`src/rtl/dcache_2way.sv`:
```
// 2-way set-associative, write-through, no-write-allocate data cache with per-set LRU,
// a handshaked memory port, flush and hit/miss counters.
module dcache_2way #(
  parameter int unsigned ADDR_W  = 16,
  parameter int unsigned DATA_W  = 16,
  parameter int unsigned INDEX_W = 6,
  parameter int unsigned CNT_W   = 16
) (
  input  logic              clock,
  input  logic              reset,
  input  logic              cpu_req,
  input  logic              cpu_we,
  input  logic [ADDR_W-1:0] cpu_addr,
  input  logic [DATA_W-1:0] cpu_wdata,
  output logic [DATA_W-1:0] cpu_rdata,
  output logic              cpu_ready,
  output logic              cpu_busy,
  input  logic              flush,
  output logic              mem_req,
  output logic              mem_we,
  output logic [ADDR_W-1:0] mem_addr,
  output logic [DATA_W-1:0] mem_wdata,
  input  logic [DATA_W-1:0] mem_rdata,
  input  logic              mem_ack,
  output logic [CNT_W-1:0]  hit_count,
  output logic [CNT_W-1:0]  miss_count
);

  localparam int unsigned SETS  = 2 ** INDEX_W;
  localparam int unsigned TAG_W = ADDR_W - INDEX_W;

  typedef enum logic [1:0] {StIdle, StFill, StWbusy} state_e;

  state_e state_q, state_d;

  logic [SETS-1:0]   valid0_q, valid1_q, lru_q;
  logic [TAG_W-1:0]  tag0_q  [SETS];
  logic [TAG_W-1:0]  tag1_q  [SETS];
  logic [DATA_W-1:0] data0_q [SETS];
  logic [DATA_W-1:0] data1_q [SETS];

  logic              mem_req_q, mem_req_d, mem_we_q, mem_we_d;
  logic [ADDR_W-1:0] mem_addr_q, mem_addr_d;
  logic [DATA_W-1:0] mem_wdata_q, mem_wdata_d;
  logic              cpu_ready_q, cpu_ready_d;
  logic [DATA_W-1:0] cpu_rdata_q, cpu_rdata_d;
  logic [CNT_W-1:0]  hit_count_q, hit_count_d, miss_count_q, miss_count_d;

  // Lookup uses the live CPU address; fills use the address latched on the miss.
  logic [INDEX_W-1:0] req_idx, fill_idx;
  logic [TAG_W-1:0]   req_tag, fill_tag;
  logic               hit0, hit1, hit, victim;
  logic [DATA_W-1:0]  hit_data;

  assign req_idx  = cpu_addr[INDEX_W-1:0];
  assign req_tag  = cpu_addr[ADDR_W-1:INDEX_W];
  assign fill_idx = mem_addr_q[INDEX_W-1:0];
  assign fill_tag = mem_addr_q[ADDR_W-1:INDEX_W];

  assign hit0     = valid0_q[req_idx] && (tag0_q[req_idx] == req_tag);
  assign hit1     = valid1_q[req_idx] && (tag1_q[req_idx] == req_tag);
  assign hit      = hit0 | hit1;
  assign hit_data = hit0 ? data0_q[req_idx] : data1_q[req_idx];
  assign victim   = !valid0_q[fill_idx] ? 1'b0 :
                    !valid1_q[fill_idx] ? 1'b1 : lru_q[fill_idx];

  // Array write controls
  logic               wr0, wr1, wr_fill, lru_we, lru_val, flush_all;
  logic [INDEX_W-1:0] wr_idx, lru_idx;
  logic [DATA_W-1:0]  wr_data;

  always_comb begin
    state_d      = state_q;
    mem_req_d    = mem_req_q;
    mem_we_d     = mem_we_q;
    mem_addr_d   = mem_addr_q;
    mem_wdata_d  = mem_wdata_q;
    cpu_ready_d  = 1'b0;
    cpu_rdata_d  = cpu_rdata_q;
    hit_count_d  = hit_count_q;
    miss_count_d = miss_count_q;
    wr0          = 1'b0;
    wr1          = 1'b0;
    wr_fill      = 1'b0;
    wr_idx       = req_idx;
    wr_data      = cpu_wdata;
    lru_we       = 1'b0;
    lru_idx      = req_idx;
    lru_val      = 1'b0;
    flush_all    = 1'b0;

    unique case (state_q)
      StIdle: begin
        if (flush) begin
          flush_all = 1'b1;
        end else if (cpu_req) begin
          if (hit) begin
            hit_count_d = hit_count_q + CNT_W'(1);
            lru_we      = 1'b1;
            lru_val     = hit0;  // evict the way that was not just used
          end else begin
            miss_count_d = miss_count_q + CNT_W'(1);
          end
          if (cpu_we) begin
            wr0         = hit0;
            wr1         = hit1;
            mem_req_d   = 1'b1;
            mem_we_d    = 1'b1;
            mem_addr_d  = cpu_addr;
            mem_wdata_d = cpu_wdata;
            state_d     = StWbusy;
          end else if (hit) begin
            cpu_ready_d = 1'b1;
            cpu_rdata_d = hit_data;
          end else begin
            mem_req_d  = 1'b1;
            mem_we_d   = 1'b0;
            mem_addr_d = cpu_addr;
            state_d    = StFill;
          end
        end
      end
      StFill: begin
        if (mem_ack) begin
          wr0         = ~victim;
          wr1         = victim;
          wr_fill     = 1'b1;
          wr_idx      = fill_idx;
          wr_data     = mem_rdata;
          lru_we      = 1'b1;
          lru_idx     = fill_idx;
          lru_val     = ~victim;
          mem_req_d   = 1'b0;
          cpu_ready_d = 1'b1;
          cpu_rdata_d = mem_rdata;
          state_d     = StIdle;
        end
      end
      StWbusy: begin
        if (mem_ack) begin
          mem_req_d   = 1'b0;
          mem_we_d    = 1'b0;
          cpu_ready_d = 1'b1;
          state_d     = StIdle;
        end
      end
      default: state_d = StIdle;
    endcase
  end

  always_ff @(posedge clock) begin
    if (reset) begin
      state_q      <= StIdle;
      valid0_q     <= '0;
      valid1_q     <= '0;
      lru_q        <= '0;
      mem_req_q    <= 1'b0;
      mem_we_q     <= 1'b0;
      mem_addr_q   <= '0;
      mem_wdata_q  <= '0;
      cpu_ready_q  <= 1'b0;
      cpu_rdata_q  <= '0;
      hit_count_q  <= '0;
      miss_count_q <= '0;
    end else begin
      state_q      <= state_d;
      mem_req_q    <= mem_req_d;
      mem_we_q     <= mem_we_d;
      mem_addr_q   <= mem_addr_d;
      mem_wdata_q  <= mem_wdata_d;
      cpu_ready_q  <= cpu_ready_d;
      cpu_rdata_q  <= cpu_rdata_d;
      hit_count_q  <= hit_count_d;
      miss_count_q <= miss_count_d;
      if (flush_all) begin
        valid0_q <= '0;
        valid1_q <= '0;
      end else if (wr_fill) begin
        if (wr0) valid0_q[wr_idx] <= 1'b1;
        if (wr1) valid1_q[wr_idx] <= 1'b1;
      end
      if (lru_we) lru_q[lru_idx] <= lru_val;
    end
  end

  // Tag and data arrays carry no reset; the valid bits qualify them.
  always_ff @(posedge clock) begin
    if (!reset) begin
      if (wr0) data0_q[wr_idx] <= wr_data;
      if (wr1) data1_q[wr_idx] <= wr_data;
      if (wr0 && wr_fill) tag0_q[wr_idx] <= fill_tag;
      if (wr1 && wr_fill) tag1_q[wr_idx] <= fill_tag;
    end
  end

  assign cpu_busy   = (state_q != StIdle);
  assign cpu_ready  = cpu_ready_q;
  assign cpu_rdata  = cpu_rdata_q;
  assign mem_req    = mem_req_q;
  assign mem_we     = mem_we_q;
  assign mem_addr   = mem_addr_q;
  assign mem_wdata  = mem_wdata_q;
  assign hit_count  = hit_count_q;
  assign miss_count = miss_count_q;

endmodule

```
`config.mk`:
```
export PLATFORM = sky130hd
export DESIGN_NAME = dcache_2way
export DESIGN_NICKNAME = d
export VERILOG_FILES = /design/src/rtl/dcache_2way.sv
export SDC_FILE = /design/constraint.sdc
export NUM_CORES = 2
export LEC_CHECK = 0
export CAP_MARGIN = 20
export CORE_ASPECT_RATIO = 1.2
export CORE_MARGIN = 5
export CORE_UTILIZATION = 35
export CTS_CLUSTER_SIZE = 16
export DETAILED_ROUTE_END_ITERATION = 7
export GPL_TIMING_DRIVEN = 0
export SLEW_MARGIN = 20
export SYNTH_ARGS = -nofsm -noshare
export SYNTH_HDL_FRONTEND = slang
export SYNTH_SLANG_ARGS = --single-unit
```
`constraint.sdc`:
```
create_clock -name clock -period 8.6 [get_ports clock]
set_clock_uncertainty 0.2 [all_clocks]
set_input_delay 2.15 -clock clock [delete_from_list [all_inputs] [get_ports clock]]
set_output_delay 2.15 -clock clock [all_outputs]
set_load 0.02 [all_outputs]
```
==> results by stage <==
Floorplanning:
- The number of rows in the core area is 255.
- The area of the placeable core is 402000 µm².
- 138 I/O pins were placed.
- The initial utilization of the core area, before any placement, comes to 35.2%.
- Measured along the y axis, the die boundary spans 706 µm.
- The floorplan step set the die width to 590 µm.
- The full die area is 417000 µm².

Clock tree:
- The clock net sink count is 3605.
- TritonCTS created 380 clock buffers.
- In this run the number of H-tree levels came out at 5.
- The cell sitting at the root of the clock tree is a sky130_fd_sc_hd__clkbuf_16.
- TritonCTS built the clock tree.
- After clock tree synthesis, the clock-pin slew on the worst setup and hold paths is 0.06 ns.
- The later pin in the worst-skew pair is clocked with a latency of 1.00 ns.
- The deepest clock path buffer count is 4.

Synthesis:
- The arithmetic-cell share of the synthesized area counting full adders, half adders and majority gates is 0.0531%.
- The synthesized netlist contains 80 unique library cells.
- The number of enable flip-flop cells after synthesis is 3328.
- The number of standard cells after synthesis is 7320.
- The total nets after synthesis is 7380.
- Summing the areas of all xor and xnor instances in the mapped netlist gives 0.155% of the synthesized area.
- Summing the sequential cell areas from Yosys gives 74.6% of the chip area.
- The number of warnings reported in the yosys synthesis log is 0.
- The main combinational cell family by area after synthesis is multiplexers.
- The simple-gate share of the synthesized area is 3.62%.
- The area of the mapped netlist is 141000 µm².
- A synthesized cell averages 19.3 µm².
- The mux cell area share after synthesis is 16.4%.
- After synthesis, the share of flip-flops with an asynchronous set or reset is 0%.
- The most used flip-flop cell after synthesis is sky130_fd_sc_hd__edfxtp_1.
- The share of the synthesized area in compound gates (AO/OA/AOI/OAI) is 3.58%.
- Counting flops and latches in the post-synthesis netlist gives 3605.

Detailed routing:
- The first TritonRoute pass finished after 6 iterations.
- The detail route stage leaves a number of antenna-violating nets equal to 0.
- Detailed routing inserted a total of 83600 vias.
- The routed design has 546000 µm of wire.
- The number of remaining DRC errors is 0.
- The routed length per placed instance is 39.4 µm.
- Using the TritonRoute via totals, the vias-per-cell ratio works out to 6.03.
- The initial DRC count is 13900.

Power:
- VDD sags by at most 0.000173 V.
- Of the total power, registers draw 50.2%.
- Summed over all cells, the static leakage comes to 53.0 nW.
- In this run switching power makes up 23.3% of total power.
- The completed layout was analyzed and its total power is 38.7 mW.
- In this run the power spent charging and discharging nets is 9.03 mW.
- The power density normalized to cell area is 228 nW/µm².
- Combinational logic burns 7.0% of the power.
- The internal portion of the total power is 29.7 mW.
- In this run, the clock network consumes 42.8% of the power.

Outcome:
- The flow ran to the end, but the final reports show violations.
- The checks that failed: setup timing.

Critical path:
- The critical path endpoint category is a flop.
- The category of the worst setup path launch point is a primary input.
- The highest net fanout along the worst path is 10.
- The required time at the worst-slack endpoint is 9.06 ns.
- The worst setup path is of the in -> reg kind.
- The arrival time at the worst endpoint is 9.29 ns.

STA:
- Setup slack on the critical path of the routed design comes to -0.230 ns.
- Derived from the worst setup path, the maximum achievable clock frequency is 113 MHz.
- Setup violations remaining at the end of the flow were counted as 467.
- After layout, the minimum clock period comes to 8.83 ns.
- Summed over all failing endpoints, the final setup total negative slack is -29.57 ns.
- The final number of hold-violating endpoints is 0.
- The ratio of final minimum period to clock period is 103%.
- The measured slew at the worst slew-check pin is 1.26 ns.
- The number of pins exceeding their max-slew limit in the final report came to 0.
- In this run the tightest slew margin relative to its limit is 15.8%.

Global route:
- Entering global routing, the biggest net connects 80 pins.
- The number of global-route vias before repair is 80100.
- The initial antenna violation count was 28.
- The first global-routing pass estimated 719000 µm of wire.
- The residual overflow from global routing is 0.
- Global routing consumed, over all layers together, 25.5% of the routing resources.

Place:
- The area after detailed placement is 154000 µm².
- The quantity of I/O buffers inserted on ports is 130.
- The detailed placer's ending HPWL is 374000 µm.
- At the end of routability-driven placement, the weighted congestion stood at 1.01.
- Including well taps, the total number of placed cells is 13000.

Cells and area:
- The net count of the finished layout is 8195.
- Once layout is done, the placed cells without fillers occupy 170000 µm².
- The number of cells in the finished layout apart from fillers is 13900.
- The share of final-layout standard cells stronger than drive strength 1 is 28.4%.
- Relative to the synthesized area, the layout overhead comes to 20.0%.

Job:
- The max-cap check violation count is 0.

Worst hold path:
- The path class of the tightest hold or removal check is reg -> reg.
==> worst max-delay path, stage by stage <==
cell,delay [ns]
sky130_fd_sc_hd__clkdlybuf4s50_1,0.55
sky130_fd_sc_hd__buf_2,0.24
sky130_fd_sc_hd__buf_2,0.30
sky130_fd_sc_hd__clkdlybuf4s15_1,0.84
sky130_fd_sc_hd__clkbuf_2,0.65
sky130_fd_sc_hd__nor3_2,0.27
sky130_fd_sc_hd__buf_4,0.25
sky130_fd_sc_hd__nand3_1,0.21
sky130_fd_sc_hd__nand3_1,0.18
sky130_fd_sc_hd__nor4_4,0.32
sky130_fd_sc_hd__xnor2_1,0.24
sky130_fd_sc_hd__nor4bb_4,0.33
sky130_fd_sc_hd__buf_4,0.21
sky130_fd_sc_hd__clkbuf_2,0.33
sky130_fd_sc_hd__nand3_1,0.17
sky130_fd_sc_hd__a21oi_2,0.38
sky130_fd_sc_hd__nand2_2,0.39
sky130_fd_sc_hd__clkbuf_2,0.46
sky130_fd_sc_hd__nor2_2,0.48
sky130_fd_sc_hd__buf_6,0.25
==> cell usage in the layout, fill, tap and decap left out, types with 76 or more instances in the layout <==
cell type and instances:
sky130_fd_sc_hd__a21oi_1 211, sky130_fd_sc_hd__inv_1 78, sky130_fd_sc_hd__edfxtp_1 3328, sky130_fd_sc_hd__clkdlybuf4s50_1 130, sky130_fd_sc_hd__clkbuf_16 394, sky130_fd_sc_hd__clkbuf_2 89
sky130_fd_sc_hd__buf_12 123, sky130_fd_sc_hd__buf_2 108, sky130_fd_sc_hd__buf_4 92, sky130_fd_sc_hd__clkbuf_1 209, sky130_fd_sc_hd__nand2_1 301, sky130_fd_sc_hd__nor2_4 208
sky130_fd_sc_hd__nor2_1 255, sky130_fd_sc_hd__dfxtp_1 267, sky130_fd_sc_hd__mux2i_1 316, sky130_fd_sc_hd__a22oi_1 121, sky130_fd_sc_hd__o21ai_0 110, sky130_fd_sc_hd__mux4_2 883
sky130_fd_sc_hd__o21a_1 76, sky130_fd_sc_hd__nand3_1 113
==> state kept, by name, indices dropped and copies added (netlist names) <==
signal,cells
cpu_rdata,16
cpu_ready,1
data0_q,1024
data1_q,1024
hit_count,16
lru_q,64
mem_addr,16
mem_req,1
mem_wdata,16
mem_we,1
miss_count,16
state_q,2
tag0_q,640
tag1_q,640
valid0_q,64
valid1_q,64
==> per-layer routing <==
metal	vias up	global-route usage (%)	wire [µm]
li1	31600	-	-
met1	44000	31.0	187000
met2	6388	38.6	244000
met3	1585	8.57	69400
met4	18	17.0	46000
met5	-	0.196	250
==> cells by family (layout without fill, tap and decap cells) <==
group                      after synthesis  after routing
and+or+nand+nor                       1189           1189
adders and majority gates                6              6
DFF                                   3605           3605
AOI/OAI and AO/OA                      774            774
xor gates and xnor gates                25             25
muxes                                 1210           1210
other                                    0             19
buffers and inverters                  511           1638
==> cells in the mapped netlist, types with 8 or more instances <==
cell | instances | share of area, %
sky130_fd_sc_hd__a211oi_1 | 68 | 0.36
sky130_fd_sc_hd__a21oi_1 | 213 | 0.75
sky130_fd_sc_hd__a221oi_1 | 8 | 0.050
sky130_fd_sc_hd__a22o_1 | 13 | 0.080
sky130_fd_sc_hd__a22oi_1 | 122 | 0.65
sky130_fd_sc_hd__a31oi_1 | 21 | 0.093
sky130_fd_sc_hd__a32o_1 | 10 | 0.071
sky130_fd_sc_hd__and2_1 | 9 | 0.040
sky130_fd_sc_hd__and3_1 | 13 | 0.057
sky130_fd_sc_hd__buf_1 | 79 | 0.21
sky130_fd_sc_hd__buf_2 | 86 | 0.30
sky130_fd_sc_hd__buf_4 | 45 | 0.24
sky130_fd_sc_hd__clkbuf_1 | 211 | 0.56
sky130_fd_sc_hd__dfxtp_1 | 277 | 3.9
sky130_fd_sc_hd__edfxtp_1 | 3328 | 71
sky130_fd_sc_hd__inv_1 | 78 | 0.21
sky130_fd_sc_hd__mux2i_1 | 316 | 2.2
sky130_fd_sc_hd__mux4_2 | 883 | 14
sky130_fd_sc_hd__nand2_1 | 370 | 0.98
sky130_fd_sc_hd__nand2b_1 | 23 | 0.10
sky130_fd_sc_hd__nand3_1 | 115 | 0.41
sky130_fd_sc_hd__nand4_1 | 25 | 0.11
sky130_fd_sc_hd__nor2_1 | 525 | 1.4
sky130_fd_sc_hd__nor2b_1 | 22 | 0.097
sky130_fd_sc_hd__nor3_1 | 24 | 0.085
sky130_fd_sc_hd__nor4_1 | 9 | 0.040
sky130_fd_sc_hd__o211ai_1 | 41 | 0.22
sky130_fd_sc_hd__o21a_1 | 76 | 0.40
sky130_fd_sc_hd__o21ai_0 | 114 | 0.40
sky130_fd_sc_hd__o22ai_1 | 21 | 0.093
sky130_fd_sc_hd__o31ai_1 | 11 | 0.058
sky130_fd_sc_hd__or3_1 | 11 | 0.049
sky130_fd_sc_hd__or4_1 | 12 | 0.064
sky130_fd_sc_hd__xnor2_1 | 16 | 0.099
sky130_fd_sc_hd__xor2_1 | 9 | 0.056
==> final cells by class <==
| class | instances | area, µm² |
|---|---|---|
| multi-input cells | 3204 | 35900 |
| inverters | 83 | 314 |
| well taps | 5397 | 6750 |
| repair buffers | 435 | 6630 |
| flip-flops and latches | 3605 | 106000 |
| plain buffers | 426 | 2240 |
| clock inverters | 204 | 2060 |
| clock buffers | 490 | 10300 |
| fillers | 34700 | 233000 |
| diodes | 19 | 47.5 |
==> repair_timing <==
action	CTS	global route
endpoints found under the setup margin	3512	1180
resized for setup	216	82
setup buffers	108	5
pin swaps	89	3
hold buffers	0	0
==> power groups by stage <==
stage	logic, mW	registers (mW)	clock network, mW
after global routing	2.74	19.4	17.3
after global placement	2.32	20.0	0
after floorplan	1.16	19.9	0
after detailed placement	2.61	19.8	0
after CTS	2.63	19.4	16.6
final	2.73	19.4	16.6
==> path summary, 6_finish.rpt <==
check	from	end	slack (ns)	depth (start not counted)
max reg2reg	mem_addr[1]$_SDFFE_PP0P_	tag1_q[45][5]$_DFFE_PP_	2.08	13
max	cpu_addr[5]	tag0_q[19][8]$_DFFE_PP_	-0.23	20
min	mem_wdata[14]$_SDFFE_PP0P_	mem_wdata[14]$_SDFFE_PP0P_	0.26	2
min reg2reg	mem_wdata[14]$_SDFFE_PP0P_	mem_wdata[14]$_SDFFE_PP0P_	0.26	2
==> per-stage QoR <==
stage | utilization, % | hold slack [ns] | worst slack, ns
finish | 42.2 | 0.258 | -0.230
global placement | 37.2 | 0.255 | -5.59
CTS | 42.1 | 0.258 | -0.143
global route | 42.2 | 0.277 | -0.0356
floorplan | - | 0.247 | 1.66
detailed placement | 38.4 | 0.250 | -2.96
Note: power is estimated with default switching activity, not from simulation.
